`config.mk`:
```
export PLATFORM = sky130hd
export DESIGN_NAME = wb_mem_tester
export DESIGN_NICKNAME = d
export VERILOG_FILES = /design/src/rtl/wb_mem_tester_pkg.sv /design/src/rtl/wb_xfer_timer.sv /design/src/rtl/wb_mem_tester.sv
export SDC_FILE = /design/constraint.sdc
export NUM_CORES = 1
export LEC_CHECK = 0
export BUFFER_PORTS_ARGS = -buffer_cell sky130_fd_sc_hd__buf_2
export CORE_MARGIN = 2
export CORE_UTILIZATION = 60
export CTS_CLUSTER_SIZE = 25
export DETAILED_ROUTE_END_ITERATION = 7
export GPL_TIMING_DRIVEN = 0
export PLACE_DENSITY = 0.84
export SYNTH_ARGS = -nofsm -noshare
export SYNTH_HDL_FRONTEND = slang
export SYNTH_SLANG_ARGS = --single-unit
```
`constraint.sdc`:
```
create_clock -name clk -period 13.1 [get_ports clk]
set_input_delay 1.31 -clock clk [delete_from_list [all_inputs] [get_ports clk]]
set_output_delay 1.31 -clock clk [all_outputs]
set_load 0.01 [all_outputs]
```
`src/rtl/wb_mem_tester_pkg.sv`:
```
// Shared types and helpers for the Wishbone memory tester: FSM states,
// bus constants and the fill/check pattern generator.
package wb_mem_tester_pkg;

    typedef enum logic [1:0] {
        IDLE  = 2'd0,
        WRITE = 2'd1,
        READ  = 2'd2,
        FIN   = 2'd3
    } state_t;

    localparam logic [3:0] SEL_ALL        = 4'hF;
    localparam int         BYTES_PER_WORD = 4;

    // Seed mixed with the word index in both halves so that neighbouring
    // words and address-aliasing faults produce distinct data.
    function automatic logic [31:0] pattern(input logic [31:0] idx, input logic [31:0] seed);
        return seed ^ idx ^ {idx[15:0], 16'h0000};
    endfunction

endpackage

```
`src/rtl/wb_xfer_timer.sv`:
```
// Loadable down-counter guarding a single Wishbone transfer; expired_o marks
// the last permitted wait cycle.
module wb_xfer_timer #(
    parameter int W = 8
) (
    input  logic         clk,
    input  logic         rst,
    input  logic         load_i,
    input  logic         dec_i,
    input  logic [W-1:0] load_val_i,
    output logic         expired_o
);

    logic [W-1:0] cnt_q;

    always_ff @(posedge clk or posedge rst) begin
        if (rst) begin
            cnt_q <= '0;
        end else if (load_i) begin
            cnt_q <= load_val_i;
        end else if (dec_i && (cnt_q != '0)) begin
            cnt_q <= cnt_q - W'(1);
        end
    end

    // A load value of zero never reaches one, so the timer stays silent.
    assign expired_o = (cnt_q == W'(1));

endmodule

```
`src/rtl/wb_mem_tester.sv`:
```
// Wishbone classic master: writes a seeded pattern over a word region, reads
// it back, counts mismatches and reports bus errors/timeouts.
module wb_mem_tester
    import wb_mem_tester_pkg::*;
#(
    parameter int          DATA_W  = 32,
    parameter int          ADR_W   = 32,
    parameter int          CNT_W   = 11,
    parameter logic [31:0] SEED    = 32'hA5A5_0000,
    parameter int          TIMEOUT = 255
) (
    input  logic              clk,
    input  logic              rst,
    input  logic              start,
    input  logic [ADR_W-1:0]  base_adr,
    input  logic [CNT_W-1:0]  nwords,
    output logic              busy,
    output logic              done,
    output logic              pass,
    output logic              abort,
    output logic [CNT_W-1:0]  err_count,
    output logic [ADR_W-1:0]  fail_adr,
    output logic [ADR_W-1:0]  wb_adr,
    output logic [DATA_W-1:0] wb_dat_ms,
    input  logic [DATA_W-1:0] wb_dat_sm,
    output logic [3:0]        wb_sel,
    output logic              wb_we,
    output logic              wb_stb,
    output logic              wb_cyc,
    input  logic              wb_ack,
    input  logic              wb_err
);

    localparam int TW = (TIMEOUT > 1) ? $clog2(TIMEOUT + 1) : 1;

    state_t             state_q;
    logic [ADR_W-1:0]   base_q;
    logic [CNT_W-1:0]   nwords_q;
    logic [CNT_W-1:0]   idx_q;
    logic               stb_q;
    logic               we_q;
    logic [ADR_W-1:0]   adr_q;
    logic [DATA_W-1:0]  dat_q;
    logic               busy_q;
    logic               done_q;
    logic               pass_q;
    logic               abort_q;
    logic [CNT_W-1:0]   err_count_q;
    logic [ADR_W-1:0]   fail_adr_q;

    logic [ADR_W-1:0]   base_aligned;
    logic [CNT_W-1:0]   last_idx;
    logic [CNT_W-1:0]   idx_d;
    logic [ADR_W-1:0]   adr_d;
    logic [CNT_W-1:0]   err_count_d;
    logic               mismatch;
    logic               tmr_expired;
    logic               timeout_hit;
    logic               xfer_fault;

    assign base_aligned = base_adr & ~ADR_W'(3);
    assign last_idx     = nwords_q - CNT_W'(1);
    assign idx_d        = idx_q + CNT_W'(1);
    assign adr_d        = adr_q + ADR_W'(BYTES_PER_WORD);
    assign mismatch     = (wb_dat_sm != pattern(32'(idx_q), SEED));

    always_comb begin
        err_count_d = err_count_q;
        if ((state_q == READ) && stb_q && wb_ack && !wb_err && mismatch && !(&err_count_q)) begin
            err_count_d = err_count_q + CNT_W'(1);
        end
    end

    // Reloaded whenever no transfer is pending or one completes, so each
    // presentation of stb starts from a full budget.
    wb_xfer_timer #(.W(TW)) u_timer (
        .clk        (clk),
        .rst        (rst),
        .load_i     (!stb_q || wb_ack || wb_err),
        .dec_i      (stb_q),
        .load_val_i (TW'(TIMEOUT)),
        .expired_o  (tmr_expired)
    );

    assign timeout_hit = (TIMEOUT != 0) && tmr_expired && !wb_ack;
    assign xfer_fault  = stb_q && (wb_err || timeout_hit);

    always_ff @(posedge clk or posedge rst) begin
        if (rst) begin
            state_q     <= IDLE;
            base_q      <= '0;
            nwords_q    <= '0;
            idx_q       <= '0;
            stb_q       <= 1'b0;
            we_q        <= 1'b0;
            adr_q       <= '0;
            dat_q       <= '0;
            busy_q      <= 1'b0;
            done_q      <= 1'b0;
            pass_q      <= 1'b0;
            abort_q     <= 1'b0;
            err_count_q <= '0;
            fail_adr_q  <= '0;
        end else begin
            done_q <= 1'b0;
            case (state_q)
                IDLE: begin
                    if (start) begin
                        base_q      <= base_aligned;
                        nwords_q    <= nwords;
                        idx_q       <= '0;
                        err_count_q <= '0;
                        abort_q     <= 1'b0;
                        fail_adr_q  <= '0;
                        pass_q      <= 1'b0;
                        if (nwords == '0) begin
                            state_q <= FIN;
                            done_q  <= 1'b1;
                            pass_q  <= 1'b1;
                        end else begin
                            state_q <= WRITE;
                            busy_q  <= 1'b1;
                            stb_q   <= 1'b1;
                            we_q    <= 1'b1;
                            adr_q   <= base_aligned;
                            dat_q   <= pattern(32'd0, SEED);
                        end
                    end
                end
                WRITE, READ: begin
                    if (!stb_q) begin
                        // Single idle cycle after the write phase; launch word 0 read.
                        stb_q <= 1'b1;
                        we_q  <= 1'b0;
                        adr_q <= base_q;
                        idx_q <= '0;
                    end else if (xfer_fault) begin
                        stb_q      <= 1'b0;
                        we_q       <= 1'b0;
                        abort_q    <= 1'b1;
                        fail_adr_q <= adr_q;
                        pass_q     <= 1'b0;
                        busy_q     <= 1'b0;
                        done_q     <= 1'b1;
                        state_q    <= FIN;
                    end else if (wb_ack) begin
                        if (state_q == READ) begin
                            err_count_q <= err_count_d;
                            if (mismatch && (err_count_q == '0)) begin
                                fail_adr_q <= adr_q;
                            end
                        end
                        if (idx_q == last_idx) begin
                            stb_q <= 1'b0;
                            we_q  <= 1'b0;
                            idx_q <= '0;
                            if (state_q == WRITE) begin
                                state_q <= READ;
                            end else begin
                                state_q <= FIN;
                                busy_q  <= 1'b0;
                                done_q  <= 1'b1;
                                pass_q  <= (err_count_d == '0);
                            end
                        end else begin
                            idx_q <= idx_d;
                            adr_q <= adr_d;
                            if (state_q == WRITE) begin
                                dat_q <= pattern(32'(idx_d), SEED);
                            end
                        end
                    end
                end
                FIN: state_q <= IDLE;
                default: state_q <= IDLE;
            endcase
        end
    end

    assign busy      = busy_q;
    assign done      = done_q;
    assign pass      = pass_q;
    assign abort     = abort_q;
    assign err_count = err_count_q;
    assign fail_adr  = fail_adr_q;
    assign wb_adr    = adr_q;
    assign wb_dat_ms = dat_q;
    assign wb_sel    = stb_q ? SEL_ALL : 4'h0;
    assign wb_we     = we_q;
    assign wb_stb    = stb_q;
    assign wb_cyc    = stb_q;

endmodule

```
==> impl_metrics.env <==
export IMPL_place_detailed_instances=1358
export IMPL_cts_inserted_buffers=17
export IMPL_start_util_pct=61.0
export IMPL_run_status="complete, no violations"
export IMPL_die_area_um2=16400
export IMPL_comb_power_share_pct=54.0
export IMPL_drt_iter0_drc=966
export IMPL_synthesis_yosys_warnings=0
export IMPL_grt_pass1_wl_mm=43.8
export IMPL_tritoncts_clock_tree="built"
export IMPL_aggregate_routed_wire_length_mm=27.6
export IMPL_power_switching_fraction_pct=46.5
export IMPL_grt_pass1_vias=8570
export IMPL_endpoint_kind="flop"
export IMPL_ys_top_cells_by_area="sky130_fd_sc_hd__dfrtp_1, sky130_fd_sc_hd__mux2_2, sky130_fd_sc_hd__nand2_1, sky130_fd_sc_hd__o2bb2ai_1, sky130_fd_sc_hd__o21ai_0"
export IMPL_worst_skew_pair_late_latency_ns=0.43
export IMPL_numPortBuffers=185
export IMPL_synth_async_reset_ratio_pct=100
export IMPL_synth_largest_area_cell="sky130_fd_sc_hd__dfrtp_1"
export IMPL_total_neg_setup_slack_ns=0
export IMPL_max_freq_mhz=246
export IMPL_arrival_ns=4.36
export IMPL_sequential_fraction_of_the_synthesis_area_pct=42.8
export IMPL_root_buffer_cell="sky130_fd_sc_hd__clkbuf_16"
export IMPL_detailedPlacementHpwl_mm=19.3
export IMPL_yosys_top_cell_area_share_pct=42.8
export IMPL_drv_cap=0
export IMPL_cts_resized=0
export IMPL_leakage_uw=0.00491
export IMPL_finalNetCount=1281
export IMPL_cts_htree_levels=4
export IMPL_routedWlPerCell_um=19.9
export IMPL_num_antenna_cells=0
export IMPL_min_period_over_period_pct=31.1
export IMPL_fp_row_count=45
export IMPL_antenna_found_initial=0
export IMPL_dieHeight_um=128
export IMPL_grt_setup_unrepaired="no"
export IMPL_p_switching_uw=1380
export IMPL_syn_mean_instance_area_um2=9.48
export IMPL_multi_input_comb_area_um2=4750
export IMPL_pin_count_of_the_biggest_net_entering_global_routing=92
export IMPL_p_total_uw=2970
export IMPL_fin_ws_ns=9.03
export IMPL_fillCellCount=1103
export IMPL_track_usage_pct=33.9
export IMPL_detailroute_via_count=9041
export IMPL_share_seq_of_total_power_pct=29.5
export IMPL_min_delay_path_class="flop to flop"
export IMPL_timing_critical_path_from_type="input pin"
export IMPL_yosysMostFrequentCell="sky130_fd_sc_hd__dfrtp_1"
export IMPL_post_drt_via_cell_ratio=6.51
export IMPL_layout_drive_gt1_share_pct=27.2
export IMPL_worstMarginPinSlew_ns=0.862
export IMPL_drv_slew=0
export IMPL_yosys_most_used_dff="sky130_fd_sc_hd__dfrtp_1"
export IMPL_layout_cells_non_filler=1388
export IMPL_synth_compound_area_share_pct=20.8
export IMPL_internal_power_uw=1590
export IMPL_cts_hold_fix_buffers=0
export IMPL_hold_viol_final=0
export IMPL_drc=0
export IMPL_crit_type="input pin to flop"
export IMPL_synth_simple_area_share_pct=17.1
export IMPL_worstPathMaxFanout=10
export IMPL_leftover_overflow_at_the_end_of_global_routing=0
export IMPL_skew_ns=0.00940
export IMPL_syn2layout_area_growth_pct=19.5
export IMPL_post_synthesis_share_of_cell_area_spent_on_xor_and_xnor_gates_pct=2.92
export IMPL_path_clk_slew_ns=0.06
export IMPL_yosys_top_cells_count="sky130_fd_sc_hd__dfrtp_1, sky130_fd_sc_hd__nand2_1, sky130_fd_sc_hd__nor2_1"
export IMPL_dr_pass1_iters=6
export IMPL_cts_root_to_sink_buffers=2
export IMPL_synth_adder_area_share_pct=1.62
export IMPL_final_min_clock_period_ns=4.07
export IMPL_power_share_clock_pct=16.5
export IMPL_io_pins=198
export IMPL_cts_setup_buffers=0
export IMPL_critical_path_required_ns=13.39
export IMPL_preCtsSetupSlack_ns=8.74
export IMPL_seq_area_um2=3950
export IMPL_proportion_of_synthesized_area_in_mux_cells_pct=8.54
export IMPL_number_of_enable_type_register_cells_in_the_synthesized_netlist=0
export IMPL_syn_inst=975
export IMPL_yosysUniqueCellTypes=77
export IMPL_vdd_ir_drop_max_mv=0.167
export IMPL_synth_seq_cells=158
export IMPL_combinational_family_with_the_most_area_after_synthesis="compound AO/OA/AOI/OAI gates"
export IMPL_max_slew_margin_rel_pct=42.1
export IMPL_clock_sinks=158
export IMPL_detail_route_antenna_nets=0
export IMPL_gp_routability_congestion=0.920
export IMPL_width_of_the_die_um=128
export IMPL_p_per_area_nw_per_um2=269
export IMPL_coreArea_um2=15100
export IMPL_syn_area_um2=9250
export IMPL_report_final_setup_viol=0
## power groups by stage
stage / registers, µW / clock network, µW / logic, µW
floorplan: 872 / 0 / 1040
global placement: 865 / 0 / 1510
detailed placement: 874 / 0 / 1560
CTS: 869 / 491 / 1580
global route: 899 / 516 / 1740
finish: 878 / 491 / 1600
## path summary, 6_finish.rpt
kind	startpoint	slack (ns)	cells past startpoint	endpoint
setup / recovery	wb_dat_sm[10]	9.03	10	fail_adr[2]$_DFFE_PP0P_
hold / removal	base_q[17]$_DFFE_PP0P_	0.48	2	base_q[17]$_DFFE_PP0P_
setup reg to reg	wb_cyc$_DFFE_PP0P_	9.44	10	fail_adr[2]$_DFFE_PP0P_
hold reg to reg	base_q[17]$_DFFE_PP0P_	0.48	2	base_q[17]$_DFFE_PP0P_
max in group asynchronous	rst	11.35	3	fail_adr[10]$_DFFE_PP0P_
min in group asynchronous	rst	0.91	2	fail_adr[22]$_DFFE_PP0P_
## registers in the layout (all words and copies together) (netlist names)
| signal | cells |
|---|---|
| wb_dat_ms | 18 |
| u_timer.cnt_q | 8 |
| idx_q | 11 |
| wb_cyc | 1 |
| state_q | 2 |
| wb_adr | 30 |
| base_q | 30 |
| fail_adr | 31 |
| busy | 1 |
| pass | 1 |
| err_count | 11 |
| nwords_q | 11 |
| done | 1 |
| abort | 1 |
| wb_we | 1 |
## per-stage QoR
stage,hold slack (ns),utilization (%),instance area [µm²]
after floorplan,0.442,-,9280
after global placement,0.457,68.9,10400
after detailed placement,0.472,69.2,10500
after CTS,0.485,72.9,11000
after global routing,0.514,72.9,11000
final,0.480,72.9,11000
## cell type report
| class | instances | share of cell area (%) |
|---|---|---|
| Buffer | 86 | 4.08 |
| Clock buffer | 20 | 4.13 |
| Sequential cell | 158 | 35.8 |
| Tap cell | 188 | 2.13 |
| Timing Repair Buffer | 186 | 8.63 |
| Multi-Input combinational cell | 707 | 43.0 |
| Inverter | 33 | 1.19 |
| Clock inverter | 10 | 1.04 |
## logic make-up after synthesis
kind of cell,after synthesis
simple gates,309
compound gates,274
flops,158
buf+inv,119
mux,72
xor+xnor,30
fa+ha+maj,12
other cells,1
## cells in the final DEF, fill, tap and decap left out, types with 6 or more instances in the layout
master / netlist / routed
sky130_fd_sc_hd__buf_2: 12 / 197
sky130_fd_sc_hd__dfrtp_1: 158 / 158
sky130_fd_sc_hd__nand2_1: 86 / 86
sky130_fd_sc_hd__nor2_1: 54 / 54
sky130_fd_sc_hd__o21ai_0: 52 / 52
sky130_fd_sc_hd__mux2_2: 51 / 51
sky130_fd_sc_hd__clkbuf_1: 41 / 42
sky130_fd_sc_hd__nand3_1: 38 / 38
sky130_fd_sc_hd__a21oi_1: 37 / 37
sky130_fd_sc_hd__o2bb2ai_1: 35 / 35
sky130_fd_sc_hd__inv_1: 33 / 32
sky130_fd_sc_hd__a22oi_1: 32 / 32
sky130_fd_sc_hd__nor3_1: 30 / 30
sky130_fd_sc_hd__buf_4: 25 / 25
sky130_fd_sc_hd__mux2i_1: 20 / 20
sky130_fd_sc_hd__o31ai_1: 20 / 20
sky130_fd_sc_hd__xnor2_1: 17 / 17
sky130_fd_sc_hd__clkbuf_16: 0 / 17
sky130_fd_sc_hd__nor4_1: 15 / 15
sky130_fd_sc_hd__a31oi_1: 15 / 15
sky130_fd_sc_hd__and3_1: 14 / 14
sky130_fd_sc_hd__xor2_1: 12 / 12
sky130_fd_sc_hd__ha_1: 12 / 12
sky130_fd_sc_hd__conb_1: 1 / 10
sky130_fd_sc_hd__o22ai_1: 9 / 9
sky130_fd_sc_hd__a211oi_1: 8 / 8
sky130_fd_sc_hd__nand4_1: 7 / 7
sky130_fd_sc_hd__or2_2: 7 / 7
sky130_fd_sc_hd__nand3b_1: 7 / 7
sky130_fd_sc_hd__nor2b_1: 7 / 7
sky130_fd_sc_hd__or3_1: 7 / 7
sky130_fd_sc_hd__o21ai_1: 7 / 7
sky130_fd_sc_hd__a221o_1: 6 / 6
sky130_fd_sc_hd__buf_1: 6 / 6
sky130_fd_sc_hd__and4_1: 6 / 6
sky130_fd_sc_hd__a22o_1: 6 / 6
## per-layer routing
metal | up-vias | track usage [%] | wire length [µm]
li1 | 4034 | - | -
met5 | - | 0 | 0
met2 | 560 | 53.4 | 12800
met4 | 0 | 15.6 | 1070
met3 | 106 | 7.14 | 2610
met1 | 4341 | 45.2 | 11100
## worst max-delay path, stage by stage
cell                        delay [ns]
sky130_fd_sc_hd__buf_2            0.10
sky130_fd_sc_hd__or3b_2           0.43
sky130_fd_sc_hd__a222oi_1         0.46
sky130_fd_sc_hd__o2111ai_1        0.36
sky130_fd_sc_hd__o211ai_1         0.49
sky130_fd_sc_hd__a21oi_1          0.22
sky130_fd_sc_hd__clkbuf_1         0.31
sky130_fd_sc_hd__clkbuf_1         0.35
sky130_fd_sc_hd__a22oi_1          0.24
sky130_fd_sc_hd__o2bb2ai_1        0.08
Power figures use the tool's default switching activity.
